$ cat src/rtl/umi_tx_arbiter.sv
// umi_tx_arbiter: shares one UMI TX sink among N requesters.
// Round-robin arbitration with a per-owner burst limit; the winning packet is
// registered into a single output slot that stays stable until the sink takes it.
module umi_tx_arbiter #(
  parameter int N        = 4,
  parameter int DW       = 256,
  parameter int MAXBURST = 4,
  parameter int IW       = $clog2(N)
) (
  input  logic            clk,
  input  logic            nreset,
  input  logic [N-1:0]    req_valid,
  input  logic [N*DW-1:0] req_packet,
  output logic [N-1:0]    req_ready,
  output logic            tx_valid,
  output logic [DW-1:0]   tx_packet,
  input  logic            tx_ready,
  output logic [IW-1:0]   grant_id,
  output logic            busy
);

  // Burst counter holds 0..MAXBURST-1; it never needs to reach MAXBURST.
  localparam int            BW         = (MAXBURST > 1) ? $clog2(MAXBURST) : 1;
  localparam logic [BW-1:0] BURST_LAST = BW'(MAXBURST - 1);

  typedef enum logic {
    IDLE = 1'b0,
    BUSY = 1'b1
  } state_t;

  state_t        state;
  state_t        state_nxt;
  logic [IW-1:0] rr_ptr;
  logic [BW-1:0] burst_cnt;
  logic [IW-1:0] win_id;
  logic [IW-1:0] scan_id;
  logic [N-1:0]  sel_ready;
  logic          accept;
  logic          win;
  logic          keep_owner;

  // Arbitration: pick the winner for this accept slot and the next FSM state
  always_comb begin
    state_nxt  = state;
    win        = 1'b0;
    keep_owner = 1'b0;
    win_id     = grant_id;
    scan_id    = '0;
    sel_ready  = '0;
    accept     = (state == IDLE) || tx_ready;
    if (accept) begin
      if ((state == BUSY) && req_valid[grant_id] && (burst_cnt < BURST_LAST)) begin
        // Current owner still has burst budget left
        win        = 1'b1;
        keep_owner = 1'b1;
        win_id     = grant_id;
      end else begin
        // Scan from rr_ptr upward with wrap; descending loop so the
        // nearest valid requester is the last (and final) assignment.
        for (int k = N - 1; k >= 0; k--) begin
          scan_id = IW'((int'(rr_ptr) + k) % N);
          if (req_valid[scan_id]) begin
            win    = 1'b1;
            win_id = scan_id;
          end
        end
      end
      state_nxt = win ? BUSY : IDLE;
    end
    if (win) begin
      sel_ready[win_id] = 1'b1;
    end
  end

  // Accept strobe is forced low while reset is held
  assign req_ready = nreset ? sel_ready : '0;
  assign tx_valid  = (state == BUSY);
  assign busy      = tx_valid;

  // FSM state register
  always_ff @(posedge clk or negedge nreset) begin
    if (!nreset) begin
      state <= IDLE;
    end else begin
      state <= state_nxt;
    end
  end

  // Output slot: load the winner's packet and index; hold otherwise
  always_ff @(posedge clk or negedge nreset) begin
    if (!nreset) begin
      tx_packet <= '0;
      grant_id  <= '0;
    end else if (win) begin
      tx_packet <= req_packet[int'(win_id) * DW +: DW];
      grant_id  <= win_id;
    end
  end

  // Fairness bookkeeping: burst length and round-robin start point
  always_ff @(posedge clk or negedge nreset) begin
    if (!nreset) begin
      rr_ptr    <= '0;
      burst_cnt <= '0;
    end else if (win) begin
      if (keep_owner) begin
        burst_cnt <= burst_cnt + 1'b1;
      end else begin
        burst_cnt <= '0;
        rr_ptr    <= IW'((int'(win_id) + 1) % N);
      end
    end
  end

  // Protocol checks for simulation
  a_ready_onehot : assert property (@(posedge clk) disable iff (!nreset)
    $onehot0(req_ready));
  a_slot_stable : assert property (@(posedge clk) disable iff (!nreset)
    (tx_valid && !tx_ready) |=> ($stable(tx_packet) && $stable(grant_id)));

endmodule
$ cat config.mk
export PLATFORM = sky130hd
export DESIGN_NAME = umi_tx_arbiter
export DESIGN_NICKNAME = d
export VERILOG_FILES = /design/src/rtl/umi_tx_arbiter.sv
export SDC_FILE = /design/constraint.sdc
export NUM_CORES = 1
export LEC_CHECK = 0
export CAP_MARGIN = 25
export CORE_AREA = 2 2 506 508
export CTS_CLUSTER_DIAMETER = 200
export DETAILED_ROUTE_END_ITERATION = 10
export DIE_AREA = 0 0 508 510
export GPL_TIMING_DRIVEN = 0
export PLACE_DENSITY = 0.3
export SYNTH_ARGS = -nofsm -noshare
export SYNTH_HDL_FRONTEND = slang
export SYNTH_SLANG_ARGS = --single-unit
export TNS_END_PERCENT = 10
$ cat constraint.sdc
create_clock -name clk -period 6.1 [get_ports clk]
set_clock_uncertainty 0.2 [all_clocks]
set_input_delay 1.22 -clock clk [delete_from_list [all_inputs] [get_ports clk]]
set_output_delay 1.22 -clock clk [all_outputs]
set_load 0.1 [all_outputs]
-- Word level (Yosys, flattened, before mapping)
Index checks and enable logic that the tools add are counted.
Widths: inputs -> output; s select.
- register bits after elaboration: 263
- bits of input ports: 1031
- output and inout bits: 264
- word-level logic and storage cells: 57
- $add $sub $neg: 5
- order comparisons: 8
- shift operators: 1
- multiplexer cells: 31
- bitwise logic cells: 2
- reduce and logical (&&, ||, !) cells: 5
- operators with widths (kind ; number):
    $shiftx 1024x11->256 ; 1
    $lt 2x3->1 const B ; 6
    $mux 1 ; 16
    $mux 2 ; 7
    $bmux 1 s2 ; 5
    $mux 4 ; 2
    $add 2x1->2 const B ; 3
    $add 2x2->2 const B ; 2
    $logic_and 1x1->1 ; 3
    $demux 1 s2 ; 1
    $ge 2x1->1 const B ; 1
    $lt 2x2->1 const B ; 1
    $not 1->1 ; 2
    $reduce_and 2->1 ; 1
    $logic_or 1x1->1 ; 1

-- Logic depth before layout (Yosys ltp)
- depth after elaboration: 15
- mapped depth: 10
- mapped depth without buffers: 7

-- Least setup slack after synthesis
No wires, ideal clock.
- path kind: input port to output port
- start: input port req_valid[2]
- end: output port req_ready[2]
- data arrival time: 4.693 ns
- required time: 4.680 ns
- path slack: -0.013 ns
- cell stages on the path: 9
- path buffers: 3
- cell sequence: buf_2 > mux2i_1 > a2111oi_0 > nor4_1 > a21boi_1 > buf_2 > buf_2 > inv_1 > nor3_1
- cells in the longest elaborated chain, start to end: 14
- elaborated cells between the ends (all ways): 32
- those cells by class: order compare (2); mux (27); reduce/logical (3)
- ends and longest elaborated chain (element ; line ; text):
    from (decl) ; 12 ; input logic [N-1:0] req_valid,
    $bmux 1 s2 ; 62 ; if (req_valid[scan_id]) begin
    $mux 1 (not written as such) ; 62 ;
    $mux 2 (4 in series) ; 62 ;
    $mux 2 ; 52 ; if ((state == BUSY) && req_valid[grant_id] && (burst_cnt < BURST_LAST)) begin
    $mux 2 ; 51 ; if (accept) begin
    $lt 2x3->1 (not written as such) / $ge 2x1->1 (equally long branches) ; 71 ; sel_ready[win_id] = 1'b1;
    $logic_and 1x1->1 (not written as such) ; 71 ;
    $mux 1 (not written as such) ; 71 ;
    $demux 1 s2 ; 71 ;
    $mux 4 (*) ; 70 ; if (win) begin
    $mux 4 (*) ; 76 ; assign req_ready = nreset ? sel_ready : '0;
    to (decl) ; 14 ; output logic [N-1:0] req_ready,
Mark *: on every way between the ends. The rest lies on a longest branch, timed or not. The select of a mux whose other input is x is not followed.

-- Final worst setup path
- start: input port req_valid[1]
- end: output port req_ready[3]
The elaborated chain is that of the path after synthesis.

==> flow_metrics.env <==
export IMPL_synth_warnings=0
export IMPL_crit_start="req_valid[1]"
export IMPL_syn_nets=3665
export IMPL_crit_slowest_cell="clkdlybuf4s50_1"
export IMPL_worst_setup_hold_path_clk_slew_ns=0.06
export IMPL_post_route_period_util=0.9540
export IMPL_whs_ns=0.2645
export IMPL_grt_pass1_vias=29710
export IMPL_final_common_cell="clkdlybuf4s50_1"
export IMPL_path_max_fanout=19
export IMPL_drtIter0Drc=2142
export IMPL_htree_levels=2
export IMPL_vias_per_cell=3.797
export IMPL_maxCapViolCount=0
export IMPL_cts_sinks=263
export IMPL_yosysUniqueCellTypes=45
export IMPL_grt_pass1_wl_um=307200
export IMPL_synth_area_leaders="dfrtp_1 (35%), nand2_1 (20%), a311oi_1 (12%)"
export IMPL_place_port_buffers=1293
export IMPL_core_um2=253500
export IMPL_place_area_um2=39900
export IMPL_clock_latency_ns=0.66
export IMPL_drcViolationCount=0
export IMPL_rsz0062_at_grt="no"
export IMPL_synth_flop_cell="dfrtp_1"
export IMPL_overflow=0
export IMPL_cts_tree="yes"
export IMPL_clockRootBuffer="clkbuf_16"
export IMPL_timing_rr_start="busy$_DFFE_PN0N_"
export IMPL_fin_crit_ns=5.819
export IMPL_max_stage_delay_ns=0.66
export IMPL_final_cell_mix="clkdlybuf4s50_1 (1279), nand2_1 (1027), dfrtp_1 (263)"
export IMPL_peakVddDrop_v=0.0002189
export IMPL_nNetsFinal=5157
export IMPL_synth_top_area_frac=0.3498
export IMPL_finalInstanceArea_um2=41630
export IMPL_drv_slew=0
export IMPL_antenna_found_initial=136
export IMPL_tightest_slew_ns=1.149
export IMPL_wl_per_cell_um=31.99
export IMPL_cp_data_required_time_ns=4.68
export IMPL_grt_max_degree=82
export IMPL_synth_cells=2633
export IMPL_synth_area_um2=18810
export IMPL_grt_usage=0.1787
export IMPL_reg2reg_slack_ns=1.72
export IMPL_total_leakage_power_nw=16.83
export IMPL_dr_pass1_iters=6
export IMPL_reg2regPathDepth=9
export IMPL_drive_gt1_frac=0.08484
export IMPL_start_kind="primary input"
export IMPL_vias=28740
export IMPL_hp_class="primary input to asynchronous set/reset pin"
export IMPL_die_x_um=508
export IMPL_p_total_mw=29.49
export IMPL_path_class="primary input to output pin"
export IMPL_yosysTopAreaCell="dfrtp_1"
export IMPL_r2r_end="tx_packet[46]$_DFFE_PN0P_"
export IMPL_chipHeight_um=510
export IMPL_finalHoldViolations=0
export IMPL_post_place_ws_ns=-1.777
export IMPL_dp_hpwl_um=205500
export IMPL_wl_um=242200
export IMPL_path_cells="clkdlybuf4s50_1 -> nor4_1 -> nor2_2 -> buf_4 -> clkbuf_1 -> buf_8 -> nand2_1 -> nor3_1 -> clkdlybuf4s15_2"
export IMPL_async_flop_share=1.000
export IMPL_ioPinCount=1295
export IMPL_fp_dieArea_um2=259100
export IMPL_final_antenna_net_count=0
export IMPL_final_core_util=0.1642
export IMPL_powerDensity_nw_per_um2=708.5
export IMPL_setup_ws_ns=0.2808
export IMPL_yosysSeqAreaShare=0.3498
export IMPL_syn_to_final_growth_pct=121.3
export IMPL_worstSetupEndpointType="output pin"
export IMPL_fmax_mhz=171.8
export IMPL_cts_buffers=47
export IMPL_synth_edff_count=0
export IMPL_core_rowCount=185
export IMPL_crit_arrival_ns=4.40
export IMPL_synth_ff_latch_count=263
export IMPL_syn_avg_cell_area_um2=7.146
export IMPL_setup_viol=0
export IMPL_initial_utilization=0.07423
export IMPL_outcome="complete, no violations"
export IMPL_clockBufferDepth=3
export IMPL_relSlewSlack=0.2313
export IMPL_gpl_final_weighted_congestion=0.9139
[state kept, by name, indices dropped and copies added (netlist names)]
register / cells
rr_ptr: 2
tx_packet: 256
burst_cnt: 2
busy: 1
grant_id: 2
[power by group]
group          switching, mW  internal [mW]  leakage, nW
logic                   15.8           7.28         12.9
clock network           1.24           1.76        0.778
registers              0.764           2.70         3.12
[cell usage after synthesis (4+ instances only)]
library cell,number
dfrtp_1,263
buf_4,26
nor2_1,263
a21o_1,256
clkbuf_4,4
buf_2,60
nor3_1,4
mux2i_1,5
clkbuf_1,148
buf_1,19
a311oi_1,256
inv_1,6
nand2_1,1027
a31oi_1,256
[critical path: cells and delay by family]
kind | cells | cell delay (ns)
and+or+nand+nor | 4 | 0.87
buffers and inverters | 5 | 2.21
[metal layers]
| layer | GRT usage | vias up | part of all wire |
|---|---|---|---|
| met5 | 0 | - | 0.0020 |
| met4 | 0.04672 | 76 | 0.023 |
| met3 | 0.06781 | 316 | 0.099 |
| met2 | 0.2905 | 1637 | 0.46 |
| met1 | 0.2200 | 14300 | 0.42 |
| li1 | - | 12420 | - |
[cell type report]
class | count | area, um^2
Timing Repair Buffer | 1444 | 16870
Antenna cell | 43 | 107.6
Inverter | 6 | 22.52
Multi-Input combinational cell | 2104 | 11030
Fill cell | 28800 | 211800
Clock inverter | 18 | 226.5
Buffer | 259 | 1214
Clock buffer | 67 | 1364
Sequential cell | 263 | 6581
Tap cell | 3366 | 4212
[cell families after synthesis]
kind of cell | share of synthesized area
AO/OA/AOI/OAI | 0.3153
XOR/XNOR | 0.0004656
adder cells (fa/ha/maj) | 0.0006649
buffers and inverters | 0.06464
flip-flops | 0.3498
multiplexers | 0.004456
AND/OR/NAND/NOR | 0.2647
[how the worst max path moves through the flow]
stage,slack [ns],to
finish,0.28,req_ready[3]
global placement,-12.33,tx_packet[21]$_DFFE_PN0P_
floorplan,0.05,req_ready[3]
CTS,-0.03,req_ready[3]
detailed placement,-1.78,req_ready[3]
global route,0.06,req_ready[3]
[timing repair]
action | 4_1_cts | 5_1_grt
pin swaps | 0 | 1
buffers inserted | 0 | 2
resized for setup | 26 | 1
hold buffers | 0 | 0
setup endpoints to repair | 4 | 3
[stage by stage]
stage / TNS [ns] / instances
after floorplan: 0 / 2633
after global placement: -3412.32 / 7292
after detailed placement: -6.910 / 7441
after CTS: -0.03026 / 7525
after global routing: 0 / 7539
final: 0 / 7570
Note: power is estimated with default switching activity, not from simulation.
